<file path="src/rtl/mem_arb_pkg.sv">
// Shared encodings and memory-map constants for the unified-memory arbiter.
package mem_arb_pkg;

    typedef enum logic [1:0] {
        IDLE   = 2'd0,
        ACCESS = 2'd1,
        RESP   = 2'd2
    } state_t;

    typedef enum logic [1:0] {
        OWN_NONE = 2'd0,
        OWN_I    = 2'd1,
        OWN_D    = 2'd2,
        OWN_M    = 2'd3
    } owner_t;

    localparam int unsigned MEM_WORDS = 512;
    localparam int unsigned MON_BASE  = 495;
    localparam int unsigned MON_LAST  = 510;

endpackage

</file>
<file path="src/rtl/mem_arb_prio.sv">
// Combinational requester picker: D > I > M, unless the monitor has starved.
module mem_arb_prio
    import mem_arb_pkg::*;
#(
    parameter int unsigned STARVE_LIMIT = 4,
    parameter int unsigned CNT_W        = 3
) (
    input  logic             i_req,
    input  logic             d_req,
    input  logic             m_req,
    input  logic [CNT_W-1:0] starve_cnt,
    output owner_t           owner
);

    always_comb begin
        owner = OWN_NONE;
        if (m_req && (32'(starve_cnt) >= STARVE_LIMIT)) begin
            owner = OWN_M;
        end else if (d_req) begin
            owner = OWN_D;
        end else if (i_req) begin
            owner = OWN_I;
        end else if (m_req) begin
            owner = OWN_M;
        end
    end

endmodule

</file>
<file path="src/rtl/mem_arbiter.sv">
// Serialises I-fetch, load/store and monitor reads onto one single-port memory.
// Three-phase handshake per access: IDLE (grant) -> ACCESS (drive) -> RESP (ack).
module mem_arbiter
    import mem_arb_pkg::*;
#(
    parameter int unsigned ADDR_W       = 9,
    parameter int unsigned MEM_WORDS    = mem_arb_pkg::MEM_WORDS,
    parameter int unsigned STARVE_LIMIT = 4
) (
    input  logic              clk,
    input  logic              reset,
    input  logic              i_req,
    input  logic [ADDR_W-1:0] i_addr,
    output logic              i_ack,
    output logic [31:0]       i_rdata,
    input  logic              d_req,
    input  logic              d_we,
    input  logic [ADDR_W-1:0] d_addr,
    input  logic [31:0]       d_wdata,
    output logic              d_ack,
    output logic              d_err,
    output logic [31:0]       d_rdata,
    input  logic              m_req,
    input  logic [ADDR_W-1:0] m_addr,
    output logic              m_ack,
    output logic [31:0]       m_rdata,
    output logic [31:0]       mem_addr,
    output logic [31:0]       mem_write_data,
    output logic              mem_write,
    input  logic [31:0]       mem_read_data
);

    localparam int unsigned CNT_W = $clog2(STARVE_LIMIT + 1);

    state_t            state, state_n;
    owner_t            owner, pick;
    logic              we_q, in_range_q;
    logic [CNT_W-1:0]  starve_cnt;
    logic [ADDR_W-1:0] sel_addr;
    logic [31:0]       sel_wdata;
    logic              sel_in_range;

    mem_arb_prio #(
        .STARVE_LIMIT (STARVE_LIMIT),
        .CNT_W        (CNT_W)
    ) u_prio (
        .i_req      (i_req),
        .d_req      (d_req),
        .m_req      (m_req),
        .starve_cnt (starve_cnt),
        .owner      (pick)
    );

    always_comb begin
        sel_addr  = '0;
        sel_wdata = '0;
        case (pick)
            OWN_I: sel_addr = i_addr;
            OWN_D: begin
                sel_addr  = d_addr;
                sel_wdata = d_wdata;
            end
            OWN_M: sel_addr = m_addr;
            default: ;
        endcase
        sel_in_range = 32'(sel_addr) < MEM_WORDS;
    end

    always_comb begin
        state_n = state;
        case (state)
            IDLE:    if (pick != OWN_NONE) state_n = ACCESS;
            ACCESS:  state_n = RESP;
            RESP:    state_n = IDLE;
            default: state_n = IDLE;
        endcase
    end

    always_ff @(posedge clk) begin
        if (reset) state <= IDLE;
        else       state <= state_n;
    end

    // Gated by reset combinationally so a store caught mid-ACCESS never reaches the array.
    assign mem_write = (state == ACCESS) && we_q && in_range_q && !reset;

    always_ff @(posedge clk) begin
        if (reset) begin
            owner          <= OWN_NONE;
            we_q           <= 1'b0;
            in_range_q     <= 1'b0;
            starve_cnt     <= '0;
            mem_addr       <= '0;
            mem_write_data <= '0;
            i_ack          <= 1'b0;
            d_ack          <= 1'b0;
            d_err          <= 1'b0;
            m_ack          <= 1'b0;
            i_rdata        <= '0;
            d_rdata        <= '0;
            m_rdata        <= '0;
        end else begin
            i_ack <= 1'b0;
            d_ack <= 1'b0;
            d_err <= 1'b0;
            m_ack <= 1'b0;
            case (state)
                IDLE: begin
                    if (!m_req || pick == OWN_M) begin
                        starve_cnt <= '0;
                    end else if ((pick == OWN_D || pick == OWN_I) &&
                                 (32'(starve_cnt) < STARVE_LIMIT)) begin
                        starve_cnt <= starve_cnt + 1'b1;
                    end
                    if (pick != OWN_NONE) begin
                        owner          <= pick;
                        we_q           <= (pick == OWN_D) && d_we;
                        in_range_q     <= sel_in_range;
                        mem_addr       <= 32'(sel_addr);
                        mem_write_data <= sel_wdata;
                    end
                end
                ACCESS: begin
                    case (owner)
                        OWN_I: begin
                            i_ack   <= 1'b1;
                            i_rdata <= in_range_q ? mem_read_data : '0;
                        end
                        OWN_D: begin
                            d_ack <= 1'b1;
                            d_err <= !in_range_q;
                            if (!in_range_q)  d_rdata <= '0;
                            else if (!we_q)   d_rdata <= mem_read_data;
                        end
                        OWN_M: begin
                            m_ack   <= 1'b1;
                            m_rdata <= in_range_q ? mem_read_data : '0;
                        end
                        default: ;
                    endcase
                end
                RESP: begin
                    owner <= OWN_NONE;
                    we_q  <= 1'b0;
                end
                default: ;
            endcase
        end
    end

endmodule

</file>
<file path="config.mk">
export PLATFORM = sky130hd
export DESIGN_NAME = mem_arbiter
export DESIGN_NICKNAME = d
export VERILOG_FILES = /design/src/rtl/mem_arb_pkg.sv /design/src/rtl/mem_arb_prio.sv /design/src/rtl/mem_arbiter.sv
export SDC_FILE = /design/constraint.sdc
export NUM_CORES = 1
export LEC_CHECK = 0
export CAP_MARGIN = 25
export CORE_UTILIZATION = 43
export DETAILED_ROUTE_END_ITERATION = 12
export GPL_TIMING_DRIVEN = 0
export PLACE_DENSITY = 0.81
export SYNTH_ARGS = -nofsm -noshare
export SYNTH_HDL_FRONTEND = slang
export SYNTH_SLANG_ARGS = --single-unit
</file>
<file path="constraint.sdc">
create_clock -name clk -period 2.6 [get_ports clk]
set_input_delay 0.39 -clock clk [delete_from_list [all_inputs] [get_ports clk]]
set_output_delay 0.39 -clock clk [all_outputs]
set_load 0.005 [all_outputs]
</file>
; ---- Yosys cells after proc, flatten, opt, wreduce, memory -nomap -nowiden
; Cells that the tools add are included.
[word_totals]
elab_cells = 72
register_bits = 150
inputBits = 97
output_inout_bits = 165
[op_classes]
eq_ne = 10
mux = 20
n_lt_le_gt_ge = 2
add_sub_neg = 1
bitwise = 2
reduce_logical = 23
[op_table]
columns = cell, n
row1 = $mux 32, 4
row2 = $pmux 9 s3, 1
row3 = $mux 2, 6
row4 = $eq 2x2->1 const B, 5
row5 = $reduce_and 2->1, 5
row6 = $pmux 2 s2, 2
row7 = $eq 2x1->1 const B, 3
row8 = $logic_and 1x1->1, 6
row9 = $mux 3, 2
row10 = $reduce_bool 2->1, 3
row11 = $mux 1, 4
row12 = $ne 2x2->1 const B, 2
row13 = $add 3x1->3 const B, 1
row14 = $ge 3x3->1 const B, 1
row15 = $logic_not 1->1, 3
row16 = $lt 3x3->1 const B, 1
row17 = $reduce_and 3->1, 1
row18 = $reduce_or 3->1, 1
row19 = $logic_not 2->1, 1
row20 = $logic_or 1x1->1, 2
row21 = $not 1->1, 2
row22 = $pmux 1 s2, 1
row23 = $reduce_or 2->1, 1

; ---- Depth between registers and ports, before layout
; Gate-level depths: netlist of run 1.
[logic_depth]
depth_word = 9
ltp_mapped = 9
mapped_depth_nobuf = 8

; ---- Cells and area by module
; From an unflattened synthesis of run 1, not the netlist that was laid out.
[hier_totals]
hier_cells = 679
hier_area_um2 = 6127.1
[by_module_without_submodules]
columns = module, seq_area_each_um2, cells_each, n_inst, area_each_um2
row1 = mem_arbiter, 3002.9, 674, 1, 6094.6
row2 = mem_arb_prio, 0.0, 5, 1, 32.5

; ---- Worst setup path before layout of run 1
; OpenSTA, ideal clock, no wires.
[synth_path]
path_kind = register to register
from = reg starve_cnt[2]
to = reg mem_write_data[10]
setup_time_ns = 0.117
path_buffers = 3
t_required_ns = 2.483
path_stages_with_launch = 10
arrival_time_ns = 1.755
synth_period_minus_slack_ns = 1.871
path_slack_ns = 0.729
path_cell_list = dfxtp_1 nand2b_1 a21oi_1 inv_1 ha_1 clkbuf_1 and3b_1 buf_4 buf_6 a22o_1
[synth_via]
elab_chain_cells = 5
elab_cells_between_ends = 7
cone_classes = order compare (1) / eq/ne (1) / mux (2) / reduce/logical (3)
[synth_lines]
columns = element, line_no
row1 = "start, declared", mem_arbiter.sv:38  ; logic [CNT_W-1:0] starve_cnt;
row2 = "start signal, assigned", mem_arbiter.sv:113  ; starve_cnt <= starve_cnt + 1'b1;
row3 = $ge 3x3->1 (*), mem_arb_prio.sv:17  ; if (m_req && (32'(starve_cnt) >= STARVE_LIMIT)) begin
row4 = $logic_and 1x1->1 (*), mem_arb_prio.sv:17
row5 = $mux 2 (*), mem_arb_prio.sv:17
row6 = $eq 2x2->1 / $reduce_bool 2->1 (equally long branches), "mem_arbiter.sv:57, mem_arbiter.sv:115"
row7 = $mux 32 / $reduce_and 2->1 (equally long branches), n/a
row8 = "end signal, assigned", mem_arbiter.sv:120  ; mem_write_data <= sel_wdata;
row9 = "end, declared", mem_arbiter.sv:28  ; output logic [31:0] mem_write_data,
; Mark *: on every way between the ends. The rest lies on a longest branch, timed or not.
; A chain may end at the register's enable or synchronous reset.

; ---- Worst setup path after layout of run 1
[layout_path]
from = in reset
to = out mem_write
[layout_via]
elab_chain_cells = 2
[layout_lines]
columns = element, line_no
row1 = "start, declared", mem_arbiter.sv:11  ; input logic reset,
row2 = $logic_not 1->1, mem_arbiter.sv:85  ; assign mem_write = (state == ACCESS) && we_q && in_range_q && !reset;
row3 = $logic_and 1x1->1, mem_arbiter.sv:85
row4 = "end, declared", mem_arbiter.sv:29  ; output logic mem_write,
; No other way between the ends.

==> results_dict.tcl, run 1 <==
set metrics [dict create \
    synth_area_um2 6290 \
    gp_congestion 0.818 \
    fill_cells 1141 \
    fp.dieH_um 123 \
    holdPathStages 2 \
    p_int_w 0.00435 \
    synth_mux_area_frac 0 \
    worstMarginPinSlew_ps 558 \
    area_growth_pct 52.7 \
    synth_seq_cells 150 \
    arrival_ps 2090 \
    grt_usage 0.266 \
    grt_pass1_vias 5914 \
    cpPeakStageDelay_ps 540 \
    synth-xor-area-share 0 \
    cap_viol_max_count 0 \
    synth_edf_count 0 \
    power.share.combinational 0.128 \
    io_buffers 238 \
    multi_input_area_um2 2770 \
    postSynth.asyncResetShare 0 \
    setup_viol 0 \
    routed_wl_mm 20.1 \
    timing.setup.tns_ps 0 \
    rsz0062_at_grt "no" \
    p_total_w 0.00573 \
    synthTopCellsByArea "dfxtp_1, o41ai_2, nand2_1" \
    firstDrtPassIters 5 \
    critPathSlowestCell "clkdlybuf4s50_1" \
    num_io_pins 262 \
    cts_tree "done" \
    cts-root-buf "clkbuf_16" \
    ys_types 34 \
    cts_sinks 150 \
    yosys_warnings 0 \
    fin_util 0.681 \
    cts_buffer_depth 2 \
    p_leak_nw 3.65 \
    numCtsBuffers 17 \
    initial_core_util 0.446 \
    swShare 0.241 \
    ys_seq_area_frac 0.478 \
    synthTopCellsByCount "dfxtp_1, nand2_1, a21oi_1" \
    slew_headroom 0.628 \
    antennaDiodeCount 0 \
    hold_viol 0 \
    netlist_instances 673 \
    routedWlPerCell_um 17.6 \
    vias 6040 \
    ant_nets 0 \
    clock_skew_ps 8.41 \
    fp.dieW_um 123 \
    design.core.area_um2 14100 \
    seq_area_um2 3000 \
    synth_top_area_frac 0.478 \
    worstPathMaxFanout 10 \
    grt_pass1_wl_mm 30.6 \
    crit_path_frequent_cell "clkdlybuf4s50_1" \
    synth-simple-area-share 0.179 \
    fin_crit_ps 2480 \
    rows 43 \
    clockPowerShare 0.453 \
    drive_gt1_frac 0.135 \
    p_seq_frac 0.420 \
    cp_top_family "buffers and inverters" \
    clkLatencyLatePin_ps 420 \
    place_hpwl_mm 14.4 \
    worst-path-stages 5 \
    cp_cell_sequence "clkdlybuf4s50_1 -> buf_2 -> nor3_1 -> and2_1 -> clkdlybuf4s50_1" \
    cts_max_level 4 \
    synth_fa_ha_area_frac 0.00995 \
    p_sw_w 0.00138 \
    synth_top_area_cell "dfxtp_1" \
    max_freq_ghz 0.403 \
    synth_compound_area_frac 0.237 \
    synth_top_family_by_area "compound AO/OA/AOI/OAI gates" \
    cts_setup_buffers 0 \
    worstSetupPathType "in2out" \
    drv_slew 0 \
    peakVddDrop_uv 435 \
    post_drt_via_cell_ratio 5.28 \
    yosysMostFrequentCell "dfxtp_1" \
    die_area_um2 15100 \
    powerDensity_nw_per_um2 597 \
    syn_area_per_cell_um2 9.34 \
    layout.nets 1053 \
    fin_crit_sh 0.954 \
    cp-end-kind "primary output" \
    required_ps 2210 \
    grt_antenna_before_repair 0 \
    yosys_most_used_dff "dfxtp_1" \
    gr-total-overflow 0 \
    status "finished clean" \
    path_buf_inv 3 \
    grt_max_degree 20 \
    hp-class "reg2reg" \
    drt_iter0_markers 430 \
    worst_setup_path_start_kind "input pin" \
    cts_hold_buf 0 \
    clkSlewWorstSetupHoldPaths_ps 60 \
    route.detailed.drc 0 \
    r2r_cells 9 \
]
==> layer usage <==
metal | wire, µm | global-route usage | vias to the layer above | share of wire
li1 | - | - | 2900 | -
met1 | 8310 | 0.325 | 2821 | 0.41
met2 | 9570 | 0.441 | 286 | 0.48
met3 | 1790 | 0.0747 | 33 | 0.089
met4 | 440 | 0.104 | 0 | 0.022
met5 | 0 | 0 | - | 0
==> repair_timing <==
action	4_1_cts	5_1_grt
hold endpoints to repair	0	0
setup endpoints to repair	1	0
gates resized for setup	0	0
==> placed cells by master, fill, tap and decap left out, types with 25 or more instances in the layout <==
cell type / n
a21oi_1: 66
nand3_1: 65
buf_4: 32
dfxtp_1: 150
o21ai_1: 32
clkdlybuf4s50_1: 238
nand2_1: 96
buf_2: 25
a22o_1: 35
o41ai_2: 29
nor2b_1: 33
==> worst register-to-register path: stages (launching register included) <==
cell and delay, ps:
dfxtp_1 340, nand2b_1 160, a21oi_1 300, inv_1 110, ha_1 190, clkbuf_1 220, and3b_1 240, buf_4 160
buf_6 140, a22o_1 180
==> final timing paths <==
kind,start,to,slack [ps]
worst max-delay path,reset,mem_write,120
worst min-delay path,i_rdata[23],i_rdata[23],460
worst max register to register,starve_cnt[2],mem_write_data[7],460
worst min register to register,i_rdata[23],i_rdata[23],460
==> stage by stage <==
stage | worst slack [ps] | instance area (µm²) | std cells | hold WS (ps)
finish | 120 | 9600 | 1144 | 456
global route | 27.7 | 9600 | 1144 | 476
CTS | 110 | 9600 | 1144 | 453
detailed placement | 5.15 | 8980 | 1113 | 445
global placement | 0.625 | 8980 | 1113 | 442
floorplan | 729 | 6370 | 695 | 435
==> kinds of logic (layout without fill, tap and decap cells) <==
group	after synthesis	count (layout)
AND/OR/NAND/NOR	231	231
AO/OA/AOI/OAI	189	189
flip-flops	150	150
buffers and inverters	97	366
adder cells (fa/ha/maj)	5	5
other	1	23
==> power by group through the flow <==
stage	logic, W	clock network (W)	registers [W]
floorplan	0.000337	0	0.00245
detailed placement	0.000726	0	0.00245
global route	0.000790	0.00272	0.00241
finish	0.000731	0.00259	0.00240
global placement	0.000720	0	0.00245
CTS	0.000732	0.00261	0.00240
==> state kept, by name (all words and copies together), names as in the netlist <==
register / count
owner: 2
mem_addr: 9
mem_write_data: 32
d_ack: 1
i_rdata: 32
state: 2
we_q: 1
i_ack: 1
d_rdata: 32
in_range_q: 1
d_err: 1
m_rdata: 32
starve_cnt: 3
m_ack: 1
==> final cells by class <==
cell class | instances | area share
plain buffers | 91 | 0.0600
clock buffers | 21 | 0.0501
clock inverters | 11 | 0.0153
inverters | 5 | 0.00196
multi-input cells | 448 | 0.288
flip-flops and latches | 150 | 0.313
well taps | 180 | 0.0235
repair buffers | 238 | 0.248
Note: power is estimated with default switching activity, not from simulation.
==> run 2, diff against run 1 <==
--- a/config.mk
+++ b/config.mk
@@ -6,10 +6,12 @@
 export NUM_CORES = 1
 export LEC_CHECK = 0
 export CAP_MARGIN = 25
-export CORE_UTILIZATION = 43
+export CORE_UTILIZATION = 60
 export DETAILED_ROUTE_END_ITERATION = 12
+export DONT_BUFFER_PORTS = 1
 export GPL_TIMING_DRIVEN = 0
-export PLACE_DENSITY = 0.81
+export PLACE_DENSITY = 0.76
+export SETUP_SLACK_MARGIN = 0.4
 export SYNTH_ARGS = -nofsm -noshare
 export SYNTH_HDL_FRONTEND = slang
 export SYNTH_SLANG_ARGS = --single-unit
==> run 2 against run 1 <==
Compared with the run above: cell count down 21%; die area decreased by 28%; sequential share of layout area is 8.5 points higher; sequential cell count stayed put; setup slack improved by 390 ps; critical endpoint is now mem_write_data[9]; highest routed layer unchanged.
==> results_dict.tcl, run 2 (synthesis results as in run 1) <==
set metrics [dict create \
    status "finished clean" \
    seq_area_um2 3000 \
    timing.rr.start "starve_cnt[2]" \
    max_freq_ghz 0.479 \
    drive_gt1_frac 0.172 \
    route.detailed.drc 0 \
    hold_end "m_rdata[28]" \
    clock_skew_ps 10.7 \
    holdPathStages 2 \
    final_cells 902 \
    hp-class "in2reg" \
    fp.dieW_um 104 \
    firstDrtPassIters 6 \
    die_area_um2 10900 \
    grt_usage 0.337 \
    multi_input_area_um2 2780 \
    powerDensity_nw_per_um2 695 \
    use_met1 0.400 \
    worst_setup_path_start_kind "register" \
    vias 5523 \
    p_leak_nw 2.93 \
    gr-usage-met3 0.110 \
    numCtsBuffers 17 \
    arrival_ps 2500 \
    dp_cells 828 \
    worstMarginPinSlew_ps 519 \
    worstPathMaxFanout 10 \
    cts_max_level 4 \
    hold_viol 0 \
    rsz0062_at_grt "no" \
    clkSlewWorstSetupHoldPaths_ps 60 \
    io_buffers 0 \
    initial_core_util 0.631 \
    cp_cell_sequence "nand2b_1 -> a22o_1 -> inv_1 -> ha_1 -> clkbuf_2 -> and3b_1 -> buf_4 -> buf_6 -> a22o_1" \
    grt_pass1_vias 5317 \
    rrSetupSlack_ps 510 \
    antennaDiodeCount 0 \
    peakVddDrop_uv 388 \
    slew_headroom 0.654 \
    cts_buffer_depth 2 \
    met2_usage 0.566 \
    drt_iter0_markers 362 \
    cts_sinks 150 \
    post_drt_via_cell_ratio 6.12 \
    top_usage_layer "met2" \
    worstSetupPathType "reg2reg" \
    grt_antenna_before_repair 0 \
    final_common_cell "dfxtp_1" \
    place_hpwl_mm 12.5 \
    cts-root-buf "clkbuf_8" \
    fin_crit_sh 0.803 \
    cpPeakStageDelay_ps 420 \
    ant_nets 0 \
    setup_ws_ps 512 \
    clkLatencyLatePin_ps 530 \
    grt_pass1_wl_mm 29.0 \
    routed_wl_mm 18.6 \
    routedWlPerCell_um 20.6 \
    layout.nets 858 \
    min_from "mem_read_data[28]" \
    whs_ps 14.8 \
    crit_path_frequent_cell "a22o_1" \
    fin_crit_ps 2090 \
    timing.setup.tns_ps 0 \
    grt_max_degree 17 \
    layout_common_cells "dfxtp_1, nand2_1, nand3_1, a21oi_1, dlygate4sd3_1" \
    reg2reg_to "mem_write_data[9]" \
    num_io_pins 262 \
    area_growth_pct 20.0 \
    r2r_cells 9 \
    setup_viol 0 \
    fp.dieH_um 104 \
    cap_viol_max_count 0 \
    cp-end-kind "register" \
    gr-total-overflow 0 \
    gp_congestion 0.817 \
    dp_worst_setup_slack_ps 431 \
    critPathSlowestCell "dfxtp_1" \
    drv_slew 0 \
    rows 36 \
    required_ps 3020 \
    fill_cells 713 \
    cts_tree "done" \
    design.core.area_um2 9950 \
]
-- run 2: cell types whose count changed in the layout (fill, tap and decap cells not counted), sizes merged --
cell	delta
bufinv	-2
dlygate4sd3	+41
clkdlybuf4s50	-238
buf	+1
clkinv	-4
inv	+1
clkinvlp	+3
clkbuf	+3
-- run 2: repair_timing --
item	4_1_cts	5_1_grt
hold endpoints to repair	41	0
pin swaps	0	0
setup buffers	0	1
resized for setup	2	6
hold buffers	41	0
setup endpoints to repair	2	34
-- run 2: power by group --
part | internal (W) | switching [W]
sequential | 0.00237 | 0.0000604
clock | 0.00135 | 0.000956
combinational | 0.000199 | 0.000306
-- run 2: final cells by class --
type                            instances  area share
Buffer                                 92      0.0783
Clock buffer                           23      0.0619
Clock inverter                          9      0.0124
Inverter                                5     0.00249
Multi-Input combinational cell        448       0.369
Sequential cell                       150       0.398
Tap cell                              133      0.0221
Timing Repair Buffer                   42      0.0554
-- run 2: through the flow --
step	total power (W)	utilization	area, µm²
after floorplan	0.00279	-	6370
after global placement	0.00288	0.656	6540
after detailed placement	0.00290	0.656	6540
after CTS	0.00524	0.755	7510
after global routing	0.00540	0.758	7540
final	0.00524	0.758	7540
-- run 2: critical path: cells and delay by family (launching register included) --
family | cells | cell delay, ps
and+or+nand+nor | 2 | 350
adders and majority gates | 1 | 200
AOI/OAI and AO/OA | 2 | 410
DFF | 1 | 420
buffers and inverters | 4 | 570
-- run 2: per-layer routing --
metal,share of wire,vias to the layer above
met4,0.023,0
met3,0.096,41
met5,0,-
met2,0.49,298
met1,0.39,2668
li1,-,2516
-- run 2: how the worst max path moves through the flow --
stage                       start                 end  slack, ps  cells after the start
finish              starve_cnt[2]   mem_write_data[9]        510                      9
global route        starve_cnt[2]   mem_write_data[9]        400                      9
CTS                    in_range_q           mem_write        420                      5
detailed placement  starve_cnt[2]  mem_write_data[25]        430                      9
global placement    starve_cnt[2]   mem_write_data[5]        490                      9
floorplan           starve_cnt[2]  mem_write_data[10]        730                      9
==> run 3, diff against run 2 <==
--- a/config.mk
+++ b/config.mk
@@ -6,11 +6,11 @@
 export NUM_CORES = 1
 export LEC_CHECK = 0
 export CAP_MARGIN = 25
-export CORE_UTILIZATION = 60
+export CORE_UTILIZATION = 57
 export DETAILED_ROUTE_END_ITERATION = 12
 export DONT_BUFFER_PORTS = 1
 export GPL_TIMING_DRIVEN = 0
-export PLACE_DENSITY = 0.76
+export PLACE_DENSITY = 0.75
 export SETUP_SLACK_MARGIN = 0.4
 export SYNTH_ARGS = -nofsm -noshare
 export SYNTH_HDL_FRONTEND = slang
==> constraint.sdc (replaced) <==
create_clock -name clk -period 1.7 [get_ports clk]
set_input_delay 0.255 -clock clk [delete_from_list [all_inputs] [get_ports clk]]
set_output_delay 0.255 -clock clk [all_outputs]
set_load 0.005 [all_outputs]
==> run 3 against run 2 <==
Compared with the run above: the flow now finishes with violations (setup timing); routed wire length is 26% higher; combinational power increased by 130%; register-to-register slack got worse by 640 ps; worst hold slack gained 9.6 ps; die area is 5.2% higher; non-clock buffer count up 65; sequential power up 53%; clock skew is essentially flat; first-iteration DRC count up 81%; global-route usage rose by 0.082 points; final area grew 24%; largest cell class is now multi-input combinational cells.
==> results_dict.tcl, run 3 (synthesis results as in run 1) <==
set metrics [dict create \
    cts_max_level 4 \
    grt_max_degree 17 \
    dp_cells 831 \
    cts_sinks 150 \
    vias 6184 \
    fill_cells 448 \
    fin_crit_ps 1830 \
    numCtsBuffers 17 \
    place_hpwl_mm 12.3 \
    worstMarginPinSlew_ps 685 \
    ant_nets 0 \
    violations "setup timing" \
    post_drt_via_cell_ratio 6.37 \
    arrival_ps 2290 \
    grt_pass1_vias 5728 \
    cp-end-kind "register" \
    gr-total-overflow 0 \
    fp.dieW_um 107 \
    final_common_cell "dfxtp_1" \
    worstSetupPathType "reg2reg" \
    peakVddDrop_uv 783 \
    routed_wl_mm 23.4 \
    worstPathMaxFanout 8 \
    max_freq_ghz 0.548 \
    final_cells 971 \
    die_area_um2 11500 \
    r2r_cells 9 \
    cap_viol_max_count 0 \
    hp-class "in2reg" \
    whs_ps 24.4 \
    firstDrtPassIters 7 \
    route.detailed.drc 0 \
    cts-root-buf "clkbuf_8" \
    drv_slew 0 \
    final_cell_area_um2 9360 \
    rsz0062_at_grt "yes" \
    grt_pass1_wl_mm 29.9 \
    powerDensity_nw_per_um2 946 \
    p_leak_nw 3.62 \
    design.core.area_um2 10500 \
    clkLatencyLatePin_ps 530 \
    routedWlPerCell_um 24.1 \
    seq_area_um2 3010 \
    placement.cell_area_um2 6590 \
    setup_ws_ps -126 \
    cts_tree "done" \
    io_buffers 0 \
    rows 37 \
    timing.setup.tns_ps -3020 \
    setup_viol 43 \
    status "complete, but fails checks" \
    grt_usage 0.337 \
    grt_antenna_before_repair 1 \
    drive_gt1_frac 0.368 \
    worst_setup_path_start_kind "register" \
    layout_common_cells "dfxtp_1, dlygate4sd3_1, nand3_1" \
    layout.nets 923 \
    initial_core_util 0.598 \
    slew_headroom 0.543 \
    holdPathStages 2 \
    required_ps 2170 \
    cts_buffer_depth 2 \
    gp_congestion 0.802 \
    multi_input_area_um2 3470 \
    dp_worst_setup_slack_ps -188 \
    clock_skew_ps 10.8 \
    area_growth_pct 48.9 \
    num_io_pins 262 \
    fin_crit_sh 1.07 \
    fp.dieH_um 107 \
    clkSlewWorstSetupHoldPaths_ps 60 \
    hold_viol 0 \
    drt_iter0_markers 655 \
]
## run 3: cell count changes in the layout (fill, tap and decap cells not counted), sizes merged
cell / previous run / this run
diode: 0 / 1
dlygate4sd3: 41 / 67
inv: 7 / 6
clkbuf: 41 / 47
bufinv: 1 / 4
clkinvlp: 5 / 1
buf: 75 / 106
clkinv: 1 / 5
## run 3: final timing paths
| path | start | to | slack (ps) |
|---|---|---|---|
| setup reg to reg | starve_cnt[2] | mem_write_data[18] | -130 |
| hold reg to reg | m_rdata[3] | m_rdata[3] | 470 |
| setup / recovery | starve_cnt[2] | mem_write_data[18] | -130 |
| hold / removal | i_addr[3] | mem_addr[3] | 20 |
## run 3: final cells by class
class / instances / share of cell area
Clock buffer: 21 / 0.0469
Tap cell: 136 / 0.0182
Buffer: 91 / 0.0914
Sequential cell: 150 / 0.322
Multi-Input combinational cell: 448 / 0.371
Timing Repair Buffer: 108 / 0.130
Inverter: 5 / 0.00227
Antenna cell: 1 / 0.000267
Clock inverter: 11 / 0.0184
## run 3: per-stage QoR
stage | util | power (W)
global placement | 0.627 | 0.00442
finish | 0.891 | 0.00886
floorplan | - | 0.00428
detailed placement | 0.627 | 0.00445
CTS | 0.789 | 0.00856
global route | 0.891 | 0.00907
## run 3: per-layer routing
metal  wire (µm)  up-vias  track usage  part of all wire
li1            -     2657            -                 -
met1        8310     2994        0.386              0.36
met2       11500      425        0.582              0.49
met3        2380      108        0.107              0.10
met4        1160        0        0.134             0.050
met5           0        -            0                 0
## run 3: timing repair
action                                  4_1_cts  5_1_grt
resized for setup                            77      188
hold buffers                                 67        0
pin swaps                                    14       52
buffers inserted                             14       12
endpoints found under the setup margin      145      142
gates cloned                                  6        9
hold endpoints to repair                    132        0
## run 3: power by group
| group | switching, W | total (W) | internal (W) |
|---|---|---|---|
| registers | 0.000104 | 0.00372 | 0.00362 |
| logic | 0.000643 | 0.00117 | 0.000524 |
| clock network | 0.00153 | 0.00397 | 0.00243 |
## run 3: critical path, cell delays in order (launching register included)
cell and delay [ps]:
dfxtp_2 360, nand2b_4 130, a22o_4 140, inv_4 50, ha_4 160, nor3_4 230
and3b_1 240, buf_6 160, buf_6 130, a22o_1 160
